$ cat src/rtl/mem_port_arbiter.sv
// Arbitrates one single-port memory between fetch and data access: data first, with a fetch starvation guard.
// Optional watchdog: define MEM_ARB_TIMEOUT_EN to abort accesses the memory never acknowledges.
module mem_port_arbiter #(
  parameter int ADDR_W         = 32,
  parameter int DATA_W         = 32,
  parameter int STARVE_LIMIT   = 4,
  parameter int TIMEOUT_CYCLES = 64
) (
  input  logic              clk,
  input  logic              rst_n,
  input  logic              if_req,
  input  logic [ADDR_W-1:0] if_addr,
  output logic              if_ack,
  output logic [DATA_W-1:0] if_rdata,
  input  logic              d_read,
  input  logic              d_write,
  input  logic [ADDR_W-1:0] d_addr,
  input  logic [DATA_W-1:0] d_wdata,
  output logic              d_ack,
  output logic [DATA_W-1:0] d_rdata,
  output logic              mem_req,
  output logic              mem_we,
  output logic [ADDR_W-1:0] mem_addr,
  output logic [DATA_W-1:0] mem_wdata,
  input  logic              mem_ack,
  input  logic [DATA_W-1:0] mem_rdata,
  output logic              stall,
  output logic              err
);

  // Handshake: a requester holds its level request with stable operands until its one-cycle ack;
  // mem_req is likewise held with stable operands until the one-cycle mem_ack.

  typedef enum logic [1:0] {IDLE, D_BUSY, IF_BUSY} state_e;

  localparam logic [3:0]        STARVE_MAX = 4'(STARVE_LIMIT);
  localparam logic [DATA_W-1:0] TMO_DATA   = DATA_W'(32'hDEADBEEF);

  state_e            state_q, state_d;
  logic              mem_req_q, mem_req_d;
  logic              mem_we_q, mem_we_d;
  logic [ADDR_W-1:0] mem_addr_q, mem_addr_d;
  logic [DATA_W-1:0] mem_wdata_q, mem_wdata_d;
  logic              if_ack_q, if_ack_d;
  logic              d_ack_q, d_ack_d;
  logic [DATA_W-1:0] if_rdata_q, if_rdata_d;
  logic [DATA_W-1:0] d_rdata_q, d_rdata_d;
  logic [3:0]        starve_q, starve_d;
  logic              d_cand, f_cand, starve_hit, timeout;

`ifdef MEM_ARB_TIMEOUT_EN
  localparam int TMO_W = $clog2(TIMEOUT_CYCLES + 1);
  logic [TMO_W-1:0] tmo_q, tmo_d;
  logic             err_q, err_d;

  // The counter restarts in IDLE, so it measures cycles spent in the current access only.
  assign timeout = (state_q != IDLE) && !mem_ack && (tmo_q == TMO_W'(TIMEOUT_CYCLES - 1));
  assign tmo_d   = (state_q == IDLE) ? '0 : tmo_q + TMO_W'(1);
  assign err_d   = err_q | timeout;
  assign err     = err_q;

  always_ff @(posedge clk or negedge rst_n) begin
    if (!rst_n) begin
      tmo_q <= '0;
      err_q <= 1'b0;
    end else begin
      tmo_q <= tmo_d;
      err_q <= err_d;
    end
  end
`else
  assign timeout = 1'b0;
  assign err     = 1'b0;
`endif

  // A requester being acked this cycle still shows its old request; ignore it to avoid a double grant.
  assign d_cand     = (d_read | d_write) & ~d_ack_q;
  assign f_cand     = if_req & ~if_ack_q;
  assign starve_hit = (starve_q == STARVE_MAX);

  always_comb begin
    state_d     = state_q;
    mem_req_d   = mem_req_q;
    mem_we_d    = mem_we_q;
    mem_addr_d  = mem_addr_q;
    mem_wdata_d = mem_wdata_q;
    if_ack_d    = 1'b0;
    d_ack_d     = 1'b0;
    if_rdata_d  = if_rdata_q;
    d_rdata_d   = d_rdata_q;
    starve_d    = starve_q;
    case (state_q)
      IDLE: begin
        if (d_cand && (!f_cand || !starve_hit)) begin
          state_d     = D_BUSY;
          mem_req_d   = 1'b1;
          mem_we_d    = d_write;
          mem_addr_d  = d_addr;
          mem_wdata_d = d_wdata;
          starve_d    = if_req ? (starve_hit ? starve_q : starve_q + 4'd1) : 4'd0;
        end else if (f_cand) begin
          state_d    = IF_BUSY;
          mem_req_d  = 1'b1;
          mem_we_d   = 1'b0;
          mem_addr_d = if_addr;
          starve_d   = 4'd0;
        end
      end
      D_BUSY, IF_BUSY: begin
        if (mem_ack || timeout) begin
          state_d   = IDLE;
          mem_req_d = 1'b0;
          mem_we_d  = 1'b0;
          if (state_q == D_BUSY) begin
            d_ack_d = 1'b1;
            if (timeout)        d_rdata_d = TMO_DATA;
            else if (!mem_we_q) d_rdata_d = mem_rdata;
          end else begin
            if_ack_d   = 1'b1;
            if_rdata_d = timeout ? TMO_DATA : mem_rdata;
          end
        end
      end
      default: state_d = IDLE;
    endcase
  end

  always_ff @(posedge clk or negedge rst_n) begin
    if (!rst_n) begin
      state_q     <= IDLE;
      mem_req_q   <= 1'b0;
      mem_we_q    <= 1'b0;
      mem_addr_q  <= '0;
      mem_wdata_q <= '0;
      if_ack_q    <= 1'b0;
      d_ack_q     <= 1'b0;
      if_rdata_q  <= '0;
      d_rdata_q   <= '0;
      starve_q    <= 4'd0;
    end else begin
      state_q     <= state_d;
      mem_req_q   <= mem_req_d;
      mem_we_q    <= mem_we_d;
      mem_addr_q  <= mem_addr_d;
      mem_wdata_q <= mem_wdata_d;
      if_ack_q    <= if_ack_d;
      d_ack_q     <= d_ack_d;
      if_rdata_q  <= if_rdata_d;
      d_rdata_q   <= d_rdata_d;
      starve_q    <= starve_d;
    end
  end

  assign mem_req   = mem_req_q;
  assign mem_we    = mem_we_q;
  assign mem_addr  = mem_addr_q;
  assign mem_wdata = mem_wdata_q;
  assign if_ack    = if_ack_q;
  assign d_ack     = d_ack_q;
  assign if_rdata  = if_rdata_q;
  assign d_rdata   = d_rdata_q;
  assign stall     = (if_req & ~if_ack_q) | ((d_read | d_write) & ~d_ack_q);

endmodule

$ cat config.mk
export PLATFORM = sky130hd
export DESIGN_NAME = mem_port_arbiter
export DESIGN_NICKNAME = d
export VERILOG_FILES = /design/src/rtl/mem_port_arbiter.sv
export SDC_FILE = /design/constraint.sdc
export NUM_CORES = 1
export LEC_CHECK = 0
export CORE_UTILIZATION = 41
export DETAILED_ROUTE_END_ITERATION = 7
export PLACE_DENSITY_LB_ADDON = 0.12
export SLEW_MARGIN = 20
export SYNTH_ARGS = -nofsm -noshare
export SYNTH_HDL_FRONTEND = slang
export SYNTH_SLANG_ARGS = --single-unit
$ cat constraint.sdc
create_clock -name clk -period 2.2 [get_ports clk]
set_clock_uncertainty 0.2 [all_clocks]
set_input_delay 0.44 -clock clk [delete_from_list [all_inputs] [get_ports clk]]
set_output_delay 0.44 -clock clk [all_outputs]
set_load 0.005 [all_outputs]
# Word-level counts from Yosys, hierarchy flattened
# Index checks and enable logic that the tools add are counted.
[totals]
word_cells = 63
out_inout_bits = 134
register_bits = 138
input_bits = 134
[classes]
n_reduce_logical = 15
n_mux = 23
n_addsub = 1
n_bitwise = 8
eq_ne = 6
[op_table]
columns = ["op", "count"]
rows = [
  ["$mux 32", 2],
  ["$mux 4", 4],
  ["$mux 1", 11],
  ["$reduce_and 3->1", 3],
  ["$mux 2", 3],
  ["$ne 3x3->1 const B", 2],
  ["$reduce_and 2->1", 3],
  ["$add 4x1->4 const B", 1],
  ["$eq 4x3->1 const B", 1],
  ["$not 1->1", 4],
  ["$pmux 1 s2", 2],
  ["$pmux 2 s2", 1],
  ["$reduce_and 4->1", 1],
  ["$reduce_bool 2->1", 2],
  ["$and 1x1->1", 2],
  ["$eq 2x1->1 const B", 1],
  ["$eq 2x2->1 const B", 1],
  ["$logic_not 1->1", 2],
  ["$logic_not 2->1", 1],
  ["$ne 2x2->1 const B", 1],
  ["$or 1x1->1", 2],
  ["$reduce_or 2->1", 1],
  ["$logic_and 1x1->1", 1],
  ["$logic_or 1x1->1", 1],
]

# Depth between registers and ports, before layout
[depth]
word_depth = 7
ltp_mapped = 8
ltp_nobuf = 6

# Worst setup path before layout
# Ideal clock, no wire load.
[synth_timing]
path_kind = "register to register"
start = "register starve_q[0]"
end = "register mem_wdata_q[11], in the netlist mem_wdata[11]"
slack_ns = 0.292
path_stages_with_launch = 9
synth_period_minus_slack_ns = 1.908
n_path_buf = 2
setup_ns = 0.125
arrival_ns = 1.583
t_required_ns = 1.875
cell_sequence = "dfrtp_1 > inv_1 > ha_1 > nand4b_2 > o21a_1 > buf_6 > nand2_8 > buf_12 > mux2_4"
[synth_via]
elab_chain_cells = 5
[synth_rtl]
columns = ["element", "line", "source"]
rows = [
  ["start, declared", "48", "logic [3:0] starve_q, starve_d;"],
  ["start signal, assigned", "150", "starve_q <= starve_d;"],
  ["$eq 4x3->1", "79", "assign starve_hit = (starve_q == STARVE_MAX);"],
  ["$logic_not 1->1", "94", "if (d_cand && (!f_cand || !starve_hit)) begin"],
  ["$logic_or 1x1->1", "94", ""],
  ["$logic_and 1x1->1", "94", ""],
  ["$reduce_and 2->1 (no source line)", "-", ""],
  ["end signal, assigned", "145", "mem_wdata_q <= mem_wdata_d;"],
  ["end, declared", "43", "logic [DATA_W-1:0] mem_wdata_q, mem_wdata_d;"],
]
# Every way passes these cells.
# A chain may end at the register's enable or synchronous reset.

# Final worst setup path
[layout_timing]
start = "input d_read"
end = "output stall"
[layout_via]
elab_chain_cells = 3
[layout_rtl]
columns = ["element", "line", "source"]
rows = [
  ["start, declared", "15", "input logic d_read,"],
  ["$or 1x1->1", "162", "assign stall = (if_req & ~if_ack_q) | ((d_read | d_write) & ~d_ack_q);"],
  ["$and 1x1->1", "162", ""],
  ["$or 1x1->1", "162", ""],
  ["end, declared", "27", "output logic stall,"],
]
# Every way passes these cells.

==> impl_metrics.xml <==
<?xml version="1.0" encoding="UTF-8"?>
<metrics>
  <group name="outcome">
    <metric name="status" unit="">completed</metric>
  </group>
  <group name="clock_network">
    <metric name="path_clk_slew" unit="ns">0.05</metric>
    <metric name="clock_tree.htree_level_count" unit="">4</metric>
    <metric name="cts.repair_timing.setup_buffer_count" unit="">0</metric>
    <metric name="worstSkewPairLatency" unit="ns">0.41</metric>
    <metric name="clock_sinks" unit="">138</metric>
    <metric name="inserted_clock_buffers" unit="">17</metric>
    <metric name="cts.root.buffer_cell" unit="">clkbuf_16</metric>
    <metric name="tritoncts" unit="">built</metric>
    <metric name="ctsLongestPathBuffers" unit="">2</metric>
  </group>
  <group name="route">
    <metric name="firstDrtPassIters" unit="">5</metric>
    <metric name="post_drt_via_cell_ratio" unit="">4.88</metric>
    <metric name="first_iter_violations" unit="">293</metric>
    <metric name="drt_wl_total" unit="um">16100</metric>
    <metric name="ant_nets" unit="">0</metric>
    <metric name="post-route-drc-count" unit="">0</metric>
    <metric name="detail_route.wl_per_cell" unit="um">16.4</metric>
    <metric name="vias" unit="">4768</metric>
  </group>
  <group name="global_route">
    <metric name="initial_antenna_violation_count" unit="">0</metric>
    <metric name="grt_start_max_net_pins" unit="">53</metric>
    <metric name="grt.total_usage" unit="">0.227</metric>
    <metric name="grt_pass1_wl" unit="um">25300</metric>
    <metric name="first_global_vias" unit="">4984</metric>
    <metric name="gr-total-overflow" unit="">0</metric>
  </group>
  <group name="sta">
    <metric name="fmax" unit="GHz">0.485</metric>
    <metric name="final_hold_viol_count" unit="">0</metric>
    <metric name="slew_viol_final" unit="">0</metric>
    <metric name="timing.final.crit_period" unit="ns">2.06</metric>
    <metric name="setup_viol_count_final" unit="">0</metric>
    <metric name="totalNegativeSetupSlack" unit="ns">0</metric>
    <metric name="final.period_utilization" unit="">0.937</metric>
    <metric name="grt_setup_unrepaired" unit="">false</metric>
  </group>
  <group name="power">
    <metric name="power.ir.vdd_worst" unit="mV">0.731</metric>
    <metric name="power.leakage" unit="nW">4.18</metric>
    <metric name="total_power" unit="mW">13.9</metric>
    <metric name="power_density" unit="nW/um^2">1480</metric>
  </group>
  <group name="hold_path">
    <metric name="hold_path_end" unit="">if_rdata[30]</metric>
    <metric name="worstHoldStart" unit="">if_rdata[30]</metric>
    <metric name="whs_path_depth" unit="">2</metric>
    <metric name="timing.hold.worst.class" unit="">flop to flop</metric>
  </group>
  <group name="critical_path">
    <metric name="cp.arrival" unit="ns">1.42</metric>
    <metric name="r2r_slack" unit="ns">0.15</metric>
    <metric name="critical_path_buf_inv_count" unit="">2</metric>
    <metric name="slowest_delay" unit="ns">0.45</metric>
    <metric name="slowest_stage" unit="">clkdlybuf4s50_1</metric>
    <metric name="criticalPathCategory" unit="">primary input to output pin</metric>
    <metric name="path_cells" unit="">clkdlybuf4s50_1 &gt; o21bai_1 &gt; nand2_1 &gt; dlygate4sd2_1</metric>
    <metric name="crit_path_end_kind" unit="">output pin</metric>
    <metric name="rr_endpoint" unit="">mem_addr[23]</metric>
    <metric name="critical_path.top_delay_family" unit="">buffers and inverters</metric>
    <metric name="critPathMaxFanout" unit="">2</metric>
    <metric name="rr_worst_depth" unit="">7</metric>
    <metric name="type_of_element_launching_the_critical_path" unit="">primary input</metric>
    <metric name="regToRegStartpoint" unit="">starve_q[0]</metric>
    <metric name="crit_required" unit="ns">1.56</metric>
  </group>
  <group name="yosys">
    <metric name="yosysWarningCount" unit="">0</metric>
    <metric name="syn_area_per_cell" unit="sq um">11.4</metric>
    <metric name="postSynthRegisterBits" unit="">138</metric>
    <metric name="post_synthesis_sequential_area_ratio" unit="">0.598</metric>
    <metric name="synth_common_cells" unit="">138 x dfrtp_1, 131 x nand2_1, 64 x a21oi_1, 36 x nor2_1, 35 x mux2_2</metric>
    <metric name="synth_top_area_cell" unit="">dfrtp_1</metric>
    <metric name="synth_cells" unit="">508</metric>
    <metric name="post-synth-top-area-fraction" unit="">0.598</metric>
    <metric name="syn-cell-area" unit="sq um">5770</metric>
    <metric name="synth-async-reset-ratio" unit="">1.00</metric>
    <metric name="ys_top_cells_by_area" unit="">dfrtp_1 60%, nand2_1 8.5%, mux2_4 7.3%</metric>
    <metric name="synth_fp_nets" unit="">646</metric>
    <metric name="synth_enable_flop_cells" unit="">0</metric>
    <metric name="post_synth_num_cell_types" unit="">37</metric>
    <metric name="yosys.cell_count.top_type" unit="">dfrtp_1</metric>
    <metric name="synthFlopType" unit="">dfrtp_1</metric>
  </group>
  <group name="die">
    <metric name="num_io_pins" unit="">268</metric>
    <metric name="floorplan.die_area" unit="sq um">14600</metric>
    <metric name="fp.dieH" unit="um">121</metric>
    <metric name="floorplan.initialDensity" unit="">0.427</metric>
    <metric name="std_cell_rows" unit="">42</metric>
    <metric name="placeableCoreArea" unit="sq um">13500</metric>
    <metric name="die_x" unit="um">121</metric>
  </group>
  <group name="cells_and_area">
    <metric name="antennaDiodeCount" unit="">0</metric>
    <metric name="drive_above_1_share" unit="">0.156</metric>
    <metric name="final_core_util" unit="">0.695</metric>
    <metric name="filler_cell_count" unit="">991</metric>
    <metric name="final_net_count" unit="">928</metric>
    <metric name="syn2layout_area_growth" unit="%">62.6</metric>
  </group>
  <group name="placed_design">
    <metric name="portBuffers" unit="">266</metric>
    <metric name="gp_congestion" unit="">0.802</metric>
    <metric name="dp.final_hpwl" unit="um">11800</metric>
  </group>
  <group name="flow_run">
    <metric name="drv_cap" unit="">0</metric>
  </group>
</metrics>
cell usage in the layout, fill, tap and decap left out, types with 6 or more instances in the layout:
cell type        Yosys  routed
nor2_1              36      36
buf_4                2      16
inv_1                7       7
clkbuf_8             0       6
dfrtp_1            138     137
buf_12               3       8
mux2_2              35      35
a21oi_1             64      64
clkdlybuf4s50_1      0     262
clkbuf_16            0      17
mux2_4              28      28
nand2_1            131     131
per-layer routing:
layer,part of all wire,GRT usage
met3,0.079,0.0750
met5,0,0
met4,0.027,0.0995
met1,0.40,0.263
met2,0.49,0.383
stage by stage:
step | setup WS (ns) | instances | cell area (sq um) | hold slack [ns]
after floorplan | 0.292 | 508 | 5770 | -0.0556
after global placement | -0.101 | 946 | 8750 | 0.163
after detailed placement | -0.219 | 946 | 8750 | 0.169
after CTS | 0.129 | 977 | 9380 | 0.276
after global routing | 0.0346 | 977 | 9380 | 0.289
final | 0.138 | 977 | 9380 | 0.272
report_power, final:
part	switching, mW	internal [mW]
Sequential	0.695	3.81
Clock	0.994	1.95
Combinational	2.49	3.93
registers in the layout, indices dropped and copies added (netlist names):
name and count:
d_rdata 32, if_rdata 32, mem_addr 32, mem_wdata 32, starve_q 4, state_q 2
d_ack 1, if_ack 1, mem_req 1, mem_we 1
layout make-up:
type	count	area, sq um	area share
Timing Repair Buffer	291	2950	0.314
Sequential cell	138	3450	0.368
Inverter	7	26.3	0.00280
Tap cell	176	220	0.0235
Multi-Input combinational cell	335	2110	0.225
Clock inverter	6	110	0.0117
Clock buffer	24	512	0.0545
cell families (layout without fill, tap and decap cells):
family,Yosys count,in the layout,synth area share
buffers and inverters,35,328,0.0366
multiplexers,67,67,0.148
other,1,1,0.000650
AND/OR/NAND/NOR,183,183,0.129
flip-flops,138,138,0.598
AO/OA/AOI/OAI,80,80,0.0785
adder cells (fa/ha/maj),4,4,0.00867
tightest hold or removal path, cell delays in order (launching register included):
cell,delay [ns]
dfrtp_1,0.34
nand2_1,0.05
nand2_1,0.05
how the worst max path moves through the flow:
stage                      from            end  slack, ns  cells past startpoint
floorplan           starve_q[0]  mem_wdata[11]       0.29                      8
global placement         if_req  mem_wdata[31]      -0.10                      6
detailed placement      d_write   mem_addr[23]      -0.22                      6
CTS                      d_read          stall       0.13                      4
global route        starve_q[0]    mem_addr[9]       0.03                      7
finish                   d_read          stall       0.14                      4
repair_timing:
item	in CTS	in global routing
endpoints found under the hold margin	35	0
hold buffers	1	0
resized for setup	4	0
endpoints found under the setup margin	1	0
Power figures use the tool's default switching activity.
